<file path="src/rtl/polaris_bus_pkg.sv">
// Shared types and constants for the Polaris I/D memory-port arbiter.
// Latency: n/a (definitions only).
// Backpressure: n/a (definitions only).
package polaris_bus_pkg;

    // Grant state; IDLE drives nothing onto the memory port.
    typedef enum logic [1:0] {
        IDLE = 2'd0,
        IGNT = 2'd1,
        DGNT = 2'd2
    } state_t;

    // Instruction fetches are always full 32-bit words.
    localparam logic [1:0] SIZ_WORD = 2'b10;

    // Pick the 32-bit half of a 64-bit beat addressed by bit 2.
    function automatic logic [31:0] word_sel(input logic [63:0] dat, input logic hi);
        return hi ? dat[63:32] : dat[31:0];
    endfunction

endpackage

</file>
<file path="src/rtl/bus_watchdog.sv">
// Stall counter for a granted strobe; flags expiry once TIMEOUT stalled cycles have elapsed.
// Latency: expired_o is a registered compare, valid the cycle after the last counted stall.
// Backpressure: none; the counter saturates at TIMEOUT, and TIMEOUT=0 keeps it parked at zero.
module bus_watchdog #(
    parameter int TIMEOUT = 255,
    parameter int CNTW    = 8
) (
    input  logic i_clk,
    input  logic i_rst,
    input  logic i_clr,
    input  logic i_cnt_en,
    output logic o_expired
);

    localparam logic [CNTW-1:0] LIMIT = CNTW'(TIMEOUT);

    logic [CNTW-1:0] r_cnt;

    // Count stalled strobe cycles, clearing on demand and holding at the limit.
    always_ff @(posedge i_clk or posedge i_rst) begin
        if (i_rst) begin
            r_cnt <= '0;
        end else if (i_clr) begin
            r_cnt <= '0;
        end else if (i_cnt_en && (r_cnt != LIMIT)) begin
            r_cnt <= r_cnt + 1'b1;
        end
    end

    assign o_expired = (TIMEOUT != 0) && (r_cnt == LIMIT);

endmodule

</file>
<file path="src/rtl/polaris_bus_arbiter.sv">
// Shares one 64-bit memory port between the CPU instruction (I) and data (D) masters.
// Latency: request sampled at edge n drives mstb_o in cycle n+1; acks/data return combinationally.
// Backpressure: the ungranted master simply waits; D keeps the bus while dcyc_i is high; a watchdog aborts stalled strobes.
module polaris_bus_arbiter
    import polaris_bus_pkg::*;
#(
    parameter int TIMEOUT = 255,
    parameter int CNTW    = 8
) (
    input  logic        clk_i,
    input  logic        reset_i,
    input  logic        istb_i,
    input  logic [63:0] iadr_i,
    output logic [31:0] idat_o,
    output logic        iack_o,
    output logic        ierr_o,
    input  logic        dcyc_i,
    input  logic        dstb_i,
    input  logic        dwe_i,
    input  logic [63:0] dadr_i,
    input  logic [63:0] ddat_i,
    input  logic [1:0]  dsiz_i,
    input  logic        dsigned_i,
    output logic [63:0] ddat_o,
    output logic        dack_o,
    output logic        derr_o,
    output logic [63:0] madr_o,
    output logic [63:0] mdat_o,
    output logic        mwe_o,
    output logic        mcyc_o,
    output logic        mstb_o,
    output logic [1:0]  msiz_o,
    output logic        msigned_o,
    input  logic [63:0] mdat_i,
    input  logic        mack_i
);

    state_t r_state;
    state_t w_next;
    logic   r_last_d;
    logic   w_dreq;
    logic   w_expired;
    logic   w_timeout;
    logic   w_clr;
    logic   w_cnt_en;

    assign w_dreq = dcyc_i & dstb_i;

    // Next-state arbitration and AND-OR output muxing; IDLE (and therefore reset) drives all zeros.
    always_comb begin
        w_next    = r_state;
        w_timeout = 1'b0;
        idat_o    = '0;
        iack_o    = 1'b0;
        ierr_o    = 1'b0;
        ddat_o    = '0;
        dack_o    = 1'b0;
        derr_o    = 1'b0;
        madr_o    = '0;
        mdat_o    = '0;
        mwe_o     = 1'b0;
        mcyc_o    = 1'b0;
        mstb_o    = 1'b0;
        msiz_o    = '0;
        msigned_o = 1'b0;
        case (r_state)
            IDLE: begin
                // On a tie the side that did not go last wins.
                if (w_dreq && (!istb_i || !r_last_d)) begin
                    w_next = DGNT;
                end else if (istb_i) begin
                    w_next = IGNT;
                end
            end
            IGNT: begin
                // An ack in the expiry cycle wins over the timeout.
                w_timeout = w_expired & istb_i & ~mack_i;
                madr_o    = iadr_i;
                msiz_o    = SIZ_WORD;
                mcyc_o    = ~w_timeout;
                mstb_o    = istb_i & ~w_timeout;
                iack_o    = mack_i;
                idat_o    = word_sel(mdat_i, iadr_i[2]);
                ierr_o    = w_timeout;
                // A dropped istb_i abandons the fetch; mack_i is only forwarded while granted.
                if (mack_i || !istb_i || w_timeout) begin
                    w_next = IDLE;
                end
            end
            DGNT: begin
                w_timeout = w_expired & dstb_i & ~mack_i;
                madr_o    = dadr_i;
                mdat_o    = ddat_i;
                mwe_o     = dwe_i;
                msiz_o    = dsiz_i;
                msigned_o = dsigned_i;
                mcyc_o    = dcyc_i & ~w_timeout;
                mstb_o    = dstb_i & ~w_timeout;
                dack_o    = mack_i;
                ddat_o    = mdat_i;
                derr_o    = w_timeout;
                // dcyc_i locks the bus for back-to-back beats; release is decided on dcyc_i alone.
                if (!dcyc_i || w_timeout) begin
                    w_next = IDLE;
                end
            end
            default: begin
                w_next = IDLE;
            end
        endcase
    end

    // Registered grant state.
    always_ff @(posedge clk_i or posedge reset_i) begin
        if (reset_i) begin
            r_state <= IDLE;
        end else begin
            r_state <= w_next;
        end
    end

    // Remember which side last held the bus, for tie-breaking.
    always_ff @(posedge clk_i or posedge reset_i) begin
        if (reset_i) begin
            r_last_d <= 1'b0;
        end else if ((r_state == IGNT) && (w_next == IDLE)) begin
            r_last_d <= 1'b0;
        end else if ((r_state == DGNT) && (w_next == IDLE)) begin
            r_last_d <= 1'b1;
        end
    end

    // Watchdog restarts on every grant change and every ack; it only counts stalled strobes.
    assign w_clr    = (w_next != r_state) | mack_i;
    assign w_cnt_en = mstb_o & ~mack_i;

    bus_watchdog #(
        .TIMEOUT (TIMEOUT),
        .CNTW    (CNTW)
    ) u_wdog (
        .i_clk     (clk_i),
        .i_rst     (reset_i),
        .i_clr     (w_clr),
        .i_cnt_en  (w_cnt_en),
        .o_expired (w_expired)
    );

endmodule

</file>
<file path="config.mk">
export PLATFORM = sky130hd
export DESIGN_NAME = polaris_bus_arbiter
export DESIGN_NICKNAME = d
export VERILOG_FILES = /design/src/rtl/polaris_bus_pkg.sv /design/src/rtl/bus_watchdog.sv /design/src/rtl/polaris_bus_arbiter.sv
export SDC_FILE = /design/constraint.sdc
export NUM_CORES = 1
export LEC_CHECK = 0
export BUFFER_PORTS_ARGS = -buffer_cell sky130_fd_sc_hd__buf_4
export CAP_MARGIN = 20
export CORE_AREA = 5 5 192 194
export CTS_BUF_LIST = sky130_fd_sc_hd__clkbuf_16
export CTS_CLUSTER_DIAMETER = 120
export DETAILED_ROUTE_END_ITERATION = 16
export DIE_AREA = 0 0 197 199
export SLEW_MARGIN = 10
export SYNTH_ARGS = -nofsm -noshare
export SYNTH_HDL_FRONTEND = slang
export SYNTH_HIERARCHICAL = 1
export SYNTH_SLANG_ARGS = --single-unit
</file>
<file path="constraint.sdc">
create_clock -name clk_i -period 2.8 [get_ports clk_i]
set_clock_uncertainty 0.2 [all_clocks]
set_input_delay 0.56 -clock clk_i [delete_from_list [all_inputs] [get_ports clk_i]]
set_output_delay 0.56 -clock clk_i [all_outputs]
set_load 0.03 [all_outputs]
</file>
* Word level (Yosys, flattened, before mapping)
Cells that the tools add are included.
Operators by class: reduce and logical (&&, ||, !) cells 15, bitwise operators 13, multiplexer cells 23, equality and inequality tests 5, $add $sub $neg 1
Operators with widths (count):
- $mux W64 | 2
- $pmux W64 S2 | 1
- $mux W32 | 2
- $mux W8 | 2
- $and A1 B1 Y1 | 9
- $add A8 B1 Y8 const B | 1
- $eq A8 B8 Y1 const B | 1
- $mux W1 | 8
- $mux W2 | 4
- $ne A8 B8 Y1 const B | 1
- $pmux W2 S3 | 1
- $logic_and A1 B1 Y1 | 4
- $logic_not A2 Y1 | 2
- $logic_or A1 B1 Y1 | 4
- $pmux W1 S2 | 2
- $pmux W2 S2 | 1
- $reduce_bool A2 Y1 | 2
- $logic_not A1 Y1 | 3
- $not A1 Y1 | 3
- $eq A2 B1 Y1 const B | 1
- $eq A2 B2 Y1 const B | 1
- $ne A2 B2 Y1 | 1
- $or A1 B1 Y1 | 1
Word-level totals: bits in registers 11, input port bits 266, output and inout bits 234

* Longest topological paths before layout
Gate-level depths: netlist of run 1.
word-level depth 10, mapped depth 13

* Cells and area by module
The synthesis of run 1 kept the hierarchy.
Modules (own cells, without submodules):
- polaris_bus_arbiter | instances 1, sequential area each 75.1 um^2, area each 2611.3 um^2, cells each 417
- bus_watchdog | instances 1, sequential area each 200.2 um^2, area each 491.7 um^2, cells each 48

* Worst setup path after synthesis of run 1
OpenSTA, ideal clock, no wires.
kind register to register, start register u_wdog.r_cnt[0], end register u_wdog.r_cnt[3], slack -0.249 ns, data arrival time 2.723 ns, buffers on the path 1, required time 2.475 ns, cell stages (with the launch flop) 12, period minus slack after synthesis 3.049 ns, path through dfrtp_1 > ha_1 > and3_1 > buf_2 > and2_2 > nand2b_1 > nand2_1 > a21oi_1 > and2b_1 > nand4_1 > a21oi_2 > mux2_4
On the way: word-level cells in the longest chain between the ends 9, elaborated cells on any way between the ends 24, those cells by class add/sub (1); eq/ne (3); mux (6); bitwise (10); reduce/logical (4)
Ends and longest elaborated chain:
- start, declared | line bus_watchdog.sv:17 | logic [CNTW-1:0] r_cnt;
- start signal, assigned | line bus_watchdog.sv:26 | r_cnt <= r_cnt + 1'b1;
- $eq A8 B8 Y1 (*) | line bus_watchdog.sv:30 | assign o_expired = (TIMEOUT != 0) && (r_cnt == LIMIT);
- named net w_expired | line polaris_bus_arbiter.sv:42 | logic w_expired;
- $and A1 B1 Y1 (on tied branches) (2 in a row) | line polaris_bus_arbiter.sv:91, polaris_bus_arbiter.sv:77
- $not A1 Y1 (on tied branches) | line polaris_bus_arbiter.sv:98, polaris_bus_arbiter.sv:81
- $and A1 B1 Y1 (on tied branches) | line polaris_bus_arbiter.sv:98, polaris_bus_arbiter.sv:81
- $pmux W1 S2 (*) | line polaris_bus_arbiter.sv:66 | case (r_state)
- named net mstb_o | line polaris_bus_arbiter.sv:31 | output logic mstb_o,
- $and A1 B1 Y1 (*) | line polaris_bus_arbiter.sv:135 | assign w_cnt_en = mstb_o & ~mack_i;
- named net w_cnt_en | line polaris_bus_arbiter.sv:45 | logic w_cnt_en;
- $logic_and A1 B1 Y1 (*) | line bus_watchdog.sv:25 | end else if (i_cnt_en && (r_cnt != LIMIT)) begin
- $reduce_bool A2 Y1 (no source line) (*)
The timed path passes the listed nets; every way through them passes the cells marked *. The select of a mux whose other input is x is not followed. A chain may end at the register's enable or synchronous reset.

* Worst setup path in the final report of run 1
start register u_wdog.r_cnt[0], end register u_wdog.r_cnt[6]
On the way: word-level cells in the longest chain between the ends 9, elaborated cells on any way between the ends 24, those cells by class add/sub (1); eq/ne (3); mux (6); bitwise (10); reduce/logical (4)
Ends and longest elaborated chain:
- $eq A8 B8 Y1 (*) | line bus_watchdog.sv:30
- named net w_expired | line polaris_bus_arbiter.sv:42
- $and A1 B1 Y1 (on tied branches) (2 in a row) | line polaris_bus_arbiter.sv:91, polaris_bus_arbiter.sv:77
- $logic_or A1 B1 Y1 (on tied branches) | line polaris_bus_arbiter.sv:103, polaris_bus_arbiter.sv:86
- $mux W2 (on tied branches) | line polaris_bus_arbiter.sv:103, polaris_bus_arbiter.sv:86
- $pmux W2 S3 (*) | line polaris_bus_arbiter.sv:66
- named net w_next[0] | line polaris_bus_arbiter.sv:39 | state_t w_next;
- $ne A2 B2 Y1 (*) | line polaris_bus_arbiter.sv:134 | assign w_clr = (w_next != r_state) | mack_i;
- $or A1 B1 Y1 (*) | line polaris_bus_arbiter.sv:134
- named net w_clr | line polaris_bus_arbiter.sv:44 | logic w_clr;
- $mux W8 or $reduce_bool A2 Y1 (tied branches)
Marked as above.

==> impl_metrics.env, run 1 <==
export IMPL_clk_root_buffer_cell="clkbuf_16"
export IMPL_first_iteration_detailed_routing_drc_count=260
export IMPL_synth_enable_flop_cells=0
export IMPL_antenna_left=0
export IMPL_synthesis_area_um2=3103
export IMPL_groute_usage_overall_pct=9.804
export IMPL_setup_violations=0
export IMPL_detailedRoute_firstPassIterationCount=5
export IMPL_cts_buffers=3
export IMPL_cts_max_path_buffers=2
export IMPL_ys_warnings_count=6
export IMPL_route_vias_total=5277
export IMPL_finalInstanceArea_um2=7784
export IMPL_post_synth_top_area_cell="and2_1"
export IMPL_grt_overflow_total=0
export IMPL_drt_wl_total_mm=23.30
export IMPL_grt_first_pass_wirelength_mm=30.84
export IMPL_run_status="finished clean"
export IMPL_final_period_utilization_pct=97.97
export IMPL_average_detailed_routed_wire_length_per_instance_um=16.45
export IMPL_vdd_drop_max_uv=435.2
export IMPL_tightest_slew_ns=0.4093
export IMPL_worst_path_max_fanout=6
export IMPL_yosysUniqueCellTypes=42
export IMPL_cts_htree_levels=1
export IMPL_synth_top_area_share_pct=27.22
export IMPL_fmax_ghz=0.3646
export IMPL_worst_hold_slack_ns=0.006495
export IMPL_gpl_final_weighted_congestion=0.8990
export IMPL_detailed_place_hpwl_mm=18.99
export IMPL_route_detailed_drc=0
export IMPL_clk_pin_slew_worst_paths_ns=0.04
export IMPL_die_area_um2=39200
export IMPL_layout_cells_most_common="buf_4"
export IMPL_area_growth_syn_to_layout_pct=150.8
export IMPL_crit_path_end_kind="flip-flop"
export IMPL_core_area_um2=35050
export IMPL_synth_seq_area_share_pct=8.871
export IMPL_rows=69
export IMPL_worst_hold_path_type="in -> async"
export IMPL_die_height_um=199
export IMPL_path_class="reg -> reg"
export IMPL_first_global_vias=5257
export IMPL_final_min_clock_period_ns=2.743
export IMPL_start_kind="flip-flop"
export IMPL_synth_async_sr_flop_share_pct=100.0
export IMPL_synth_seq_cells=11
export IMPL_initial_core_util_pct=8.853
export IMPL_clkSinkCount=11
export IMPL_worst_ep_arrival_time_ns=2.68
export IMPL_io_pin_count=500
export IMPL_die_width_um=197
export IMPL_pin_count_of_the_biggest_net_entering_global_routing=111
export IMPL_critPathRequiredTime_ns=2.73
export IMPL_placement_cell_area_um2=7546
export IMPL_syn_inst=465
export IMPL_layout_cells_most_common_list="522 x buf_4, 135 x and2_1, 72 x nor2_1"
export IMPL_report_final_hold_viol_count=0
export IMPL_power_per_cell_area_nw_per_um2=798.3
export IMPL_syn_avg_cell_area_um2=6.673
export IMPL_leakagePower_nw=4.034
export IMPL_final_max_slew_viol_count=0
export IMPL_antenna_diode_count=0
export IMPL_drv_max_cap_violation_count=0
export IMPL_final_layout_size_suffix_gt1_share_pct=58.43
export IMPL_rsz_0062_raised_after_global_routing="true"
export IMPL_insertion_delay_ns=0.24
export IMPL_io_buffers=499
export IMPL_grt_antenna_before_repair=1
export IMPL_via_per_inst=3.727
export IMPL_fin_nets=1227
export IMPL_top_reg_cell_synth="dfrtp_1"
export IMPL_max_slew_margin_rel_pct=72.71
export IMPL_clock_tree_from_tritoncts="built"
export IMPL_netlist_top_cells_area="and2_1 27%, a22oi_1 16%, mux2i_1 11%, dfrtp_1 8.9%, nor2_1 8.7%"
export IMPL_synth_fp_nets=736
-- per-stage QoR --
step / worst slack, ns / util [%] / TNS (ns) / cells / power [mW]
final: 0.05691 / 22.21 / 0 / 1416 / 6.214
after global routing: -0.07969 / 22.21 / -0.3099 / 1416 / 6.604
after CTS: 0.004138 / 21.77 / 0 / 1409 / 5.973
after detailed placement: 0.01130 / 21.53 / 0 / 1405 / 5.695
after global placement: 0.06288 / 21.53 / 0 / 1405 / 5.672
after floorplan: -0.1183 / - / -0.4214 / 465 / 3.492
-- metal layers --
layer  vias to the layer above  routed length (um)  track usage (%)
met4                         2                 291            1.592
met1                      2426                9214            12.65
met3                        10                2078            2.371
li1                       2558                   -                -
met5                         -                  18                0
met2                       281               11700            16.92
-- layout make-up --
class	instances	area (um^2)
Timing Repair Buffer	533	4140
Inverter	9	35.03
Fill cell	3906	27270
Sequential cell	11	275.3
Tap cell	461	576.8
Clock inverter	1	3.754
Clock buffer	3	75.07
Multi-Input combinational cell	398	2678
-- worst max-delay path, cell delays in order, from the launching register on --
cell and delay (ns):
dfrtp_1 0.39, ha_4 0.15, and3_4 0.16, and2_4 0.14, and3b_1 0.18, o32ai_2 0.10
a21oi_2 0.19, clkinv_2 0.08, xnor2_1 0.12, or4b_4 0.53, buf_6 0.15, a311oi_2 0.24
-- Yosys cell counts (3+ instances only) --
cell,instances
ha_1,5
nor3_1,3
a21oi_1,4
nand2_1,6
buf_2,4
and2_1,135
buf_1,6
a22oi_1,66
dfrtp_1,11
nor2b_1,35
clkbuf_1,35
nand2b_1,5
nor2_1,72
inv_1,8
mux2i_1,33
-- report_power, final --
group          switching, mW  internal, mW  total, mW
registers             0.0270         0.180      0.207
logic                   3.53          2.22       5.75
clock network         0.0651         0.187      0.252
total                   3.63          2.59       6.21
-- flip-flops by register name, summed over array words and instances (netlist names) --
name / count
u_wdog/r_cnt: 8
r_state: 2
r_last_d: 1
-- final timing paths --
check | from | end | slack [ns] | depth (start not counted)
max in group asynchronous | reset_i | u_wdog/r_cnt[0] | 2.06 | 2
setup / recovery | u_wdog/r_cnt[0] | u_wdog/r_cnt[6] | 0.06 | 11
hold reg to reg | r_last_d | r_last_d | 0.36 | 2
hold / removal | reset_i | r_state[1] | 0.006 | 2
min in group clk_i | r_last_d | r_last_d | 0.36 | 2
setup reg to reg | u_wdog/r_cnt[0] | u_wdog/r_cnt[6] | 0.06 | 11
-- logic make-up (layout without fill, tap and decap cells) --
kind of cell / after synthesis / after routing / share of synthesized area [%]
compound gates: 88 / 88 / 21.53
xor+xnor: 1 / 1 / 0.2823
fa+ha+maj: 5 / 5 / 2.016
buf+inv: 56 / 546 / 7.500
flops: 11 / 11 / 8.871
mux: 35 / 35 / 11.61
simple gates: 269 / 269 / 48.19
-- timing repair --
item                       CTS  global route
gates resized for setup      1            10
setup endpoints to repair    3            78
pin swaps                    1             7
hold buffers                 0             0
gates cloned                 0             4
setup buffers                0             3
No activity file was read; power rests on OpenSTA's default activity.
==> run 2, diff against run 1 <==
--- a/config.mk
+++ b/config.mk
@@ -7,11 +7,12 @@
 export LEC_CHECK = 0
 export BUFFER_PORTS_ARGS = -buffer_cell sky130_fd_sc_hd__buf_4
 export CAP_MARGIN = 20
-export CORE_AREA = 5 5 192 194
+export CORE_AREA = 4 4 191 193
 export CTS_BUF_LIST = sky130_fd_sc_hd__clkbuf_16
 export CTS_CLUSTER_DIAMETER = 120
 export DETAILED_ROUTE_END_ITERATION = 16
-export DIE_AREA = 0 0 197 199
+export DIE_AREA = 0 0 195 197
+export PLACE_DENSITY = 0.32
 export SLEW_MARGIN = 10
 export SYNTH_ARGS = -nofsm -noshare
 export SYNTH_HDL_FRONTEND = slang
==> run 2 against run 1 <==
  * Via count is 4.3% lower
  * Highest routed layer is now met4
  * Largest power group unchanged
  * Hold slack better by 0.0034 ns
  * Utilization is 0.15 points higher
  * Combinational power is 0.7% lower
  * Routed wire length is 10% higher
  * Cell area is 0.80% lower
  * Final cell count is 0.99% lower
  * Sequential cell count stayed put
  * Critical path depth is 1 higher
==> impl_metrics.env, run 2 (synthesis results as in run 1) <==
export IMPL_max_slew_margin_rel_pct=75.19
export IMPL_place_detailed_instances=1395
export IMPL_tightest_slew_ns=0.3722
export IMPL_power_combinational_fraction_pct=92.3
export IMPL_layout_cells_most_common_list="514 x buf_4, 135 x and2_1, 71 x nor2_1"
export IMPL_leakagePower_nw=3.972
export IMPL_critical_path_depth=12
export IMPL_total_power_mw=6.184
export IMPL_drt_wl_total_mm=25.63
export IMPL_via_per_inst=3.601
export IMPL_fin_nets=1219
export IMPL_grt_overflow_total=0
export IMPL_path_class="reg -> reg"
export IMPL_crit_path_end_kind="flip-flop"
export IMPL_cts_max_path_buffers=2
export IMPL_run_status="finished clean"
export IMPL_critPathRequiredTime_ns=2.77
export IMPL_average_detailed_routed_wire_length_per_instance_um=18.28
export IMPL_rows=68
export IMPL_die_area_um2=38420
export IMPL_core_area_um2=34540
export IMPL_power_net_switching_mw=3.655
export IMPL_use_met2_pct=22.46
export IMPL_finalInstanceArea_um2=7721
export IMPL_critPathBufInv=2
export IMPL_grt_first_pass_wirelength_mm=35.42
export IMPL_antenna_diode_count=0
export IMPL_worst_path_max_fanout=6
export IMPL_clk_root_buffer_cell="clkbuf_16"
export IMPL_worst_hold_path_type="in -> async"
export IMPL_r2r_cells=12
export IMPL_largest_registers="u_wdog/r_cnt x8, r_state x2, r_last_d x1"
export IMPL_pin_count_of_the_biggest_net_entering_global_routing=107
export IMPL_setup_violations=0
export IMPL_insertion_delay_ns=0.24
export IMPL_die_height_um=197
export IMPL_route_detailed_drc=0
export IMPL_route_vias_total=5049
export IMPL_busiest_layer="met2"
export IMPL_first_global_vias=5396
export IMPL_final_min_clock_period_ns=2.749
export IMPL_family_of_cells_with_the_greatest_summed_delay_on_the_critical_path="simple AND/OR/NAND/NOR gates"
export IMPL_worst_ep_arrival_time_ns=2.71
export IMPL_start_kind="flip-flop"
export IMPL_cpMaxStageDelayCell="or4b_4"
export IMPL_max_stage_delay_ns=0.50
export IMPL_sw_frac_of_total_pct=59.10
export IMPL_sequentialPowerShare_pct=3.4
export IMPL_final_layout_size_suffix_gt1_share_pct=58.39
export IMPL_clkSinkCount=11
export IMPL_cts_buffers=3
export IMPL_clk_pin_slew_worst_paths_ns=0.05
export IMPL_layout_cells_most_common="buf_4"
export IMPL_met3_usage_pct=3.282
export IMPL_io_buffers=499
export IMPL_cts_htree_levels=1
export IMPL_final_period_utilization_pct=98.16
export IMPL_die_width_um=195
export IMPL_detailed_place_hpwl_mm=20.87
export IMPL_report_final_hold_viol_count=0
export IMPL_grt_use_met1_pct=13.60
export IMPL_placement_cell_area_um2=7533
export IMPL_grt_antenna_before_repair=0
export IMPL_drv_max_cap_violation_count=0
export IMPL_area_growth_syn_to_layout_pct=148.8
export IMPL_power_per_cell_area_nw_per_um2=800.9
export IMPL_vdd_drop_max_uv=532.7
export IMPL_cell_chain_critical_path="ha_4 -> and3_4 -> and2_4 -> and3b_2 -> o32ai_4 -> a22oi_2 -> buf_4 -> nor3_1 -> or4b_4 -> buf_6 -> nand2b_1 -> mux2i_1"
export IMPL_initial_core_util_pct=8.983
export IMPL_final_max_slew_viol_count=0
export IMPL_power_clock_fraction_pct=4.3
export IMPL_timing_reg2reg_setup_slack_ns=0.05
export IMPL_clock_tree_from_tritoncts="built"
export IMPL_detailedRoute_firstPassIterationCount=4
export IMPL_first_iteration_detailed_routing_drc_count=197
export IMPL_rsz_0062_raised_after_global_routing="true"
export IMPL_intPower_mw=2.529
export IMPL_top_register="u_wdog/r_cnt"
export IMPL_groute_usage_overall_pct=11.74
export IMPL_largest_register_ff_count=8
export IMPL_io_pin_count=500
export IMPL_gpl_final_weighted_congestion=0.8169
export IMPL_final_instance_count_excl_fillers=1402
export IMPL_antenna_left=0
export IMPL_fmax_ghz=0.3638
run 2: timing repair:
item / in CTS / in global routing
pin swaps: 0 / 5
setup buffers: 0 / 1
endpoints found under the hold margin: 0 / 0
setup endpoints to repair: 11 / 136
hold buffers: 0 / 0
resized for setup: 2 / 14
cloned: 0 / 2
run 2: per-stage QoR:
step / setup TNS [ns] / util, % / hold WS, ns / setup slack, ns
after global routing: -0.1642 / 22.35 / 0.02572 / -0.06410
after detailed placement: 0 / 21.81 / 0.2736 / 0.03191
final: 0 / 22.35 / 0.009881 / 0.05147
after CTS: 0 / 22.06 / 0.02032 / 0.01595
after floorplan: -0.4214 / - / 0.1136 / -0.1183
after global placement: 0 / 21.81 / 0.2721 / 0.05558
run 2: final cells by class:
cell class                      instances  area, um^2
Timing Repair Buffer                  525        4074
Fill cell                            3988       26820
Clock buffer                            3       75.07
Multi-Input combinational cell        398        2684
Clock inverter                          1       5.005
Inverter                                9       37.54
Tap cell                              455       569.3
Sequential cell                        11       276.5
run 2: path summary, 6_finish.rpt:
| path | start | end |
|---|---|---|
| min reg2reg | u_wdog/r_cnt[5] | u_wdog/r_cnt[5] |
| max in group asynchronous | reset_i | u_wdog/r_cnt[0] |
| max | u_wdog/r_cnt[0] | u_wdog/r_cnt[1] |
| max reg2reg | u_wdog/r_cnt[0] | u_wdog/r_cnt[1] |
| min in group clk_i | u_wdog/r_cnt[5] | u_wdog/r_cnt[5] |
| min | reset_i | r_state[1] |
run 2: per-layer routing:
metal	vias to the layer above	part of all wire (%)
met5	-	0
met4	0	0.42
met3	8	7.2
met2	196	55
met1	2300	38
li1	2545	-
run 2: power by group through the flow:
stage	clock network, mW	logic [mW]	registers [mW]
after floorplan	0	3.29	0.201
after global placement	0	5.71	0.209
after detailed placement	0	5.66	0.208
after CTS	0.278	5.69	0.206
after global routing	0.285	6.12	0.214
final	0.269	5.71	0.210
